===== src/rtl/serial_arith_pkg.sv =====
// Shared types and sizing helpers for the bit-serial arithmetic blocks.
package serial_arith_pkg;

    typedef enum logic [1:0] {
        IDLE,
        RUN,
        DONE
    } state_t;

    // The bit counter is at least one bit wide so WIDTH=2 still has a legal range.
    function automatic int cnt_width(input int w);
        return (w <= 2) ? 1 : $clog2(w);
    endfunction

endpackage


===== src/rtl/full_subtractor.sv =====
// Combinational one-bit full subtractor: d = x - y - bin, bout set on underflow.
module full_subtractor (
    input  logic x,
    input  logic y,
    input  logic bin,
    output logic d,
    output logic bout
);

    assign d    = x ^ y ^ bin;
    assign bout = (~x & y) | (~(x ^ y) & bin);

endmodule


===== src/rtl/serial_subtractor.sv =====
// Bit-serial a - b - borrow_in, LSB first, one bit per clock with a start/busy/done handshake.
module serial_subtractor
    import serial_arith_pkg::*;
#(
    parameter int WIDTH = 8
) (
    input  logic             clk,
    input  logic             rst,
    input  logic             start,
    input  logic [WIDTH-1:0] a,
    input  logic [WIDTH-1:0] b,
    input  logic             borrow_in,
    output logic             busy,
    output logic             done,
    output logic [WIDTH-1:0] diff,
    output logic             borrow_out
);

    localparam int CW = cnt_width(WIDTH);
    localparam logic [CW-1:0] LAST = CW'(WIDTH - 1);

    state_t           state;
    logic [WIDTH-1:0] a_sr;
    logic [WIDTH-1:0] b_sr;
    logic [WIDTH-2:0] res_sr;
    logic             bw;
    logic [CW-1:0]    cnt;
    logic             d;
    logic             bo;
    logic [WIDTH-1:0] res_next;

    full_subtractor u_cell (
        .x    (a_sr[0]),
        .y    (b_sr[0]),
        .bin  (bw),
        .d    (d),
        .bout (bo)
    );

    // Result bits enter from the MSB side; on the last bit this is the full difference.
    assign res_next = {d, res_sr};

    always_ff @(posedge clk or posedge rst) begin
        if (rst) begin
            state      <= IDLE;
            busy       <= 1'b0;
            done       <= 1'b0;
            diff       <= '0;
            borrow_out <= 1'b0;
            a_sr       <= '0;
            b_sr       <= '0;
            res_sr     <= '0;
            bw         <= 1'b0;
            cnt        <= '0;
        end else begin
            done <= 1'b0;
            case (state)
                IDLE, DONE: begin
                    if (start) begin
                        a_sr  <= a;
                        b_sr  <= b;
                        bw    <= borrow_in;
                        cnt   <= '0;
                        busy  <= 1'b1;
                        state <= RUN;
                    end else begin
                        state <= IDLE;
                    end
                end
                RUN: begin
                    a_sr   <= a_sr >> 1;
                    b_sr   <= b_sr >> 1;
                    res_sr <= res_next[WIDTH-1:1];
                    bw     <= bo;
                    if (cnt == LAST) begin
                        cnt        <= '0;
                        busy       <= 1'b0;
                        done       <= 1'b1;
                        diff       <= res_next;
                        borrow_out <= bo;
                        state      <= DONE;
                    end else begin
                        cnt <= cnt + 1'b1;
                    end
                end
                default: state <= IDLE;
            endcase
        end
    end

endmodule


===== config.mk =====
export PLATFORM = sky130hd
export DESIGN_NAME = serial_subtractor
export DESIGN_NICKNAME = d
export VERILOG_FILES = /design/src/rtl/serial_arith_pkg.sv /design/src/rtl/full_subtractor.sv /design/src/rtl/serial_subtractor.sv
export SDC_FILE = /design/constraint.sdc
export NUM_CORES = 1
export LEC_CHECK = 0
export BUFFER_PORTS_ARGS = -buffer_cell sky130_fd_sc_hd__buf_2
export CAP_MARGIN = 30
export CORE_ASPECT_RATIO = 1.2
export CORE_MARGIN = 1.5
export CORE_UTILIZATION = 45
export CTS_BUF_LIST = sky130_fd_sc_hd__clkbuf_16
export CTS_CLUSTER_SIZE = 12
export DETAILED_ROUTE_END_ITERATION = 6
export PLACE_DENSITY = 0.77
export SLEW_MARGIN = 20
export SYNTH_ARGS = -nofsm -noshare
export SYNTH_HDL_FRONTEND = slang
export SYNTH_SLANG_ARGS = --single-unit

===== constraint.sdc =====
create_clock -name clk -period 2 [get_ports clk]
set_input_delay 0.2 -clock clk [delete_from_list [all_inputs] [get_ports clk]]
set_output_delay 0.2 -clock clk [all_outputs]
set_load 0.01 [all_outputs]

# After elaboration in Yosys (flattened, before gate mapping)
# Index checks and enable logic that the tools add are counted.
dict set report word_totals {
  regBits 40
  word_cells 46
  output_inout_bits 11
  in_bits 20
}
dict set report op_classes {
  eq_ne 5
  n_addsub 1
  bitwise_logic 7
  mux 17
  reduce_logical 6
}
# op n
set op_table {}
lappend op_table {{case mux 8 bit (2 select lines)} 2}
lappend op_table {{2-to-1 mux 8 bit} 2}
lappend op_table {{2-to-1 mux 1 bit} 6}
lappend op_table {{2-to-1 mux 3 bit} 2}
lappend op_table {{case mux 3 bit (2 select lines)} 1}
lappend op_table {{inequality test 2 bit (second input constant)} 2}
lappend op_table {{case mux 1 bit (2 select lines)} 2}
lappend op_table {{case mux 2 bit (2 select lines)} 1}
lappend op_table {{AND reduction 2 bit} 2}
lappend op_table {{adder 3 x 1 -> 3 bit (second input constant)} 1}
lappend op_table {{equality test 3 bit (second input constant)} 1}
lappend op_table {{AND reduction 3 bit} 1}
lappend op_table {{bitwise AND 1 bit} 2}
lappend op_table {{equality test 2 x 1 -> 1 bit (second input constant)} 1}
lappend op_table {{equality test 2 bit (second input constant)} 1}
lappend op_table {{zero test 2 bit} 1}
lappend op_table {{2-to-1 mux 2 bit} 1}
lappend op_table {{NOT 1 bit} 2}
lappend op_table {{nonzero test 2 bit} 1}
lappend op_table {{OR reduction 2 bit} 1}
lappend op_table {{XOR 1 bit} 2}
lappend op_table {{bitwise OR 1 bit} 1}

# Logic depth before layout (Yosys ltp)
dict set report depth {
  ltp_word 5
  mapped_depth 6
  ltp_nobuf 5
}

# Hierarchy
# Synthesis repeated with hierarchy kept, for this count alone.
dict set report unflattened {
  cells_unflattened 166
  area_unflattened_um2 1823.0
}
# mod area_per_inst_um2 cells_each n_inst seq_area_each_um2
set by_module_without_submodules {}
lappend by_module_without_submodules {serial_subtractor 1791.7 162 1 1001.0}
lappend by_module_without_submodules {full_subtractor 31.3 4 1 0.0}

# Worst setup path before layout
# OpenSTA, ideal clock, no wires.
dict set report synth_timing {
  kind {register to register}
  startpoint {reg cnt[0]}
  endpoint {reg diff[0]}
  synth_period_minus_slack_ps 1486
  stages_incl_launch_ff 6
  n_path_buf 1
  path_slack_ps 514
  setup_ps 125
  arrival_time_ps 1362
  path_cell_list {dfrtp_1 > ha_1 > ha_1 > nand3b_1 > buf_4 > mux2_2}
}
dict set report synth_via {
  elab_chain_len 2
}
# element line_no
set synth_lines {}
lappend synth_lines {{start, declared} serial_subtractor.sv:27} ;# logic [CW-1:0] cnt;
lappend synth_lines {{start signal, assigned} serial_subtractor.sv:83} ;# cnt <= cnt + 1'b1;
lappend synth_lines {{equality test 3 bit} serial_subtractor.sv:75} ;# if (cnt == LAST) begin
lappend synth_lines {{AND reduction 2 bit (no source line)} n/a}
lappend synth_lines {{end signal, assigned} serial_subtractor.sv:79} ;# diff <= res_next;
lappend synth_lines {{end, declared} serial_subtractor.sv:15} ;# output logic [WIDTH-1:0] diff,
# Every way passes these cells.
# A chain may end at the register's enable or synchronous reset.

# Worst setup path in the final report
dict set report layout_timing {
  startpoint {reg cnt[0]}
  endpoint {reg diff[5]}
}
# Same word-level chain as after synthesis.

==> results.toml <==
[yosys]
syn_avg_cell_area_sq_um = 10.83
yosys-top-cells-area = "dfrtp_1, mux2_2, nand2_1, o22ai_1, nor2_1"
yosysTopAreaCell = "dfrtp_1"
synth_seq_area_share_pct = 58.87
yosys_warnings = 0
synthesis.area_sq_mm = 0.001700
ys_types = 25
synth_commonest_cells = "dfrtp_1, nand2_1, nor2_1"
synth_top_flop_cell = "dfrtp_1"
synth_top_area_share_pct = 58.87
synth_fp_nets = 181
synth_seq_cells = 40
netlist_instances = 157
synth_async_sr_flop_share_pct = 100.0
yosysMostFrequentCell = "dfrtp_1"
synth_edf_count = 0

[worst_hold_path]
hold_class = "primary input to asynchronous set/reset pin"

[pwr]
ir_drop_mv = 0.7567
leakagePower_nw = 1.024
cellPowerDensity_mw_per_mm2 = 1652

[drt]
ant_nets = 0
drtIter0Drc = 26
viasPerCell = 5.162
drc = 0
num_vias = 1244
wl_microns = 3106
first_pass_iters = 4
wire_per_inst_microns = 12.89

[worst_setup_path]
cp_slowest_stage_delay_ns = 0.40
crit_arrival_ns = 1.87
regToRegStartpoint = "cnt[0]$_DFFE_PP0P_"
crit_type = "flop to flop"
worstPathRequired_ns = 2.16
crit_chain = "ha_1, ha_1, nand3b_1, mux2_2"
path_common_cell = "ha_1"
crit_slowest_cell = "dfrtp_1"
critPathLaunchType = "flop"
critPathLaunch = "cnt[0]$_DFFE_PP0P_"
cp_num_buf_inv = 0
endpoint_kind = "flop"
crit_fanout = 11
crit_family = "adder cells"

[clock_network]
clock_sinks = 40
cts_buffers = 5
post_cts_buffers = 0
ctsHtreeMaxLevel = 2
cts_hold_buf = 0
ctsResizeCount = 0
root_buffer = "clkbuf_16"
clock_latency_ns = 0.27
clkTransAtPathRegs_ns = 0.05
clk_path_buf_depth = 2
cts_tree = "yes"

[placement]
globalplace.congestion = 0.7452
port_buffers = 30
dpl-instance-area_sq_mm = 0.001894
place_ws_ns = 0.2668
placed_cells = 234
dp_hpwl_microns = 2173

[floorplan]
initial_utilization_pct = 46.80
die_w_microns = 59.12
rows = 24
coreArea_sq_mm = 0.003633
die_h_microns = 70.34
dieArea_sq_mm = 0.004158
io_pins = 31

[final_layout]
drive_above_1_share_pct = 26.98
n_fill_cell = 348
n_antenna_cell = 0
final_core_util_pct = 55.82
stdcell_count = 241
syn_to_final_growth_pct = 19.28
regArea_sq_mm = 0.001001
fin_nets = 213
final_cell_area_sq_mm = 0.002028
multiInputGateArea_sq_um = 621.8

[job]
cap_violations = 0

[sta]
worst_slew_pin_slew_ns = 0.5860
post-route-min-period_ns = 1.713
slew_violations = 0
timing.final.ws_setup_ns = 0.2873
timing.fmax_mhz = 583.9
finalSetupViolations = 0
fin_crit_sh_pct = 85.64
tns_ns = 0
max_slew_margin_pct = 60.93
hold_violations = 0
skew_ns = 0.002017
rsz0062_at_grt = "false"

[grt]
grt_pass1_vias = 1314
grt_start_max_net_pins = 41
antenna_found_initial = 0
grt_first_pass_wirelength_microns = 5526
grtUsageTotal_pct = 17.56
overflow = 0

[status]
status = "complete, no violations"
placed cells by master, fill, tap and decap left out, drive strengths merged:
master  instances
a22o            4
clkinv          1
o22ai          12
dfrtp          40
fa              1
clkbuf          5
nor3           11
nand2          25
and2b           1
and3b           1
inv             6
a22oi           1
nand2b          2
buf            35
a221o           2
ha              3
o21ai           4
mux2            9
and2            1
nand3           3
nand3b          1
mux2i           2
a21oi           2
nor2           16
nor2b           1
metrics by stage:
stage                     hold WS, ns  total power, mW
after floorplan                0.3281            2.298
after global placement         0.3417            2.588
after detailed placement       0.3471            2.656
after CTS                     0.05319            3.394
after global routing          0.07660            3.634
final                         0.03028            3.352
power breakdown:
part | internal (mW) | switching, mW
sequential | 1.19 | 0.251
combinational | 0.572 | 0.618
clock | 0.447 | 0.278
total | 2.21 | 1.15
cell type report:
cell class / count / share of cell area (%)
inverters: 5 / 0.9254
clock buffers: 5 / 6.169
repair buffers: 35 / 9.254
multi-input cells: 102 / 30.66
clock inverters: 2 / 0.4318
flip-flops and latches: 40 / 49.35
well taps: 52 / 3.208
state kept, by name, summed over array words and instances, names as in the netlist:
register    flops
busy            1
a_sr            8
b_sr            8
done            1
borrow_out      1
diff            8
bw              1
res_sr          7
state           2
cnt             3
cells by family after synthesis:
kind of cell             synth area share, %
buffers and inverters                  4.563
multiplexers                           7.138
AO/OA/AOI/OAI                          9.860
flip-flops                             58.87
AND/OR/NAND/NOR                        16.19
adder cells (fa/ha/maj)                3.385
metal layers:
metal | up-vias | part of all wire, % | GRT usage, %
met1 | 602 | 44 | 21.07
met5 | - | 0 | 0
met2 | 37 | 50 | 28.77
met3 | 4 | 4.6 | 5.556
li1 | 601 | - | -
met4 | 0 | 1.5 | 6.818
worst paths after layout:
check	to	slack, ns	cells after the start
hold / removal	b_sr[3]$_DFFE_PP0P_	0.03	3
setup reg to reg	diff[5]$_DFFE_PP0P_	0.29	4
min in group clk	b_sr[6]$_DFFE_PP0P_	0.14	3
setup / recovery	diff[5]$_DFFE_PP0P_	0.29	4
max in group asynchronous	b_sr[6]$_DFFE_PP0P_	1.63	3
hold reg to reg	borrow_out$_DFFE_PP0P_	0.49	2
worst reg2reg max path, cell delays in order, from the launching register on:
cell and delay [ns]:
dfrtp_1 0.40, ha_1 0.23, ha_1 0.20, nand3b_1 0.38, mux2_2 0.39
Power figures use the tool's default switching activity.
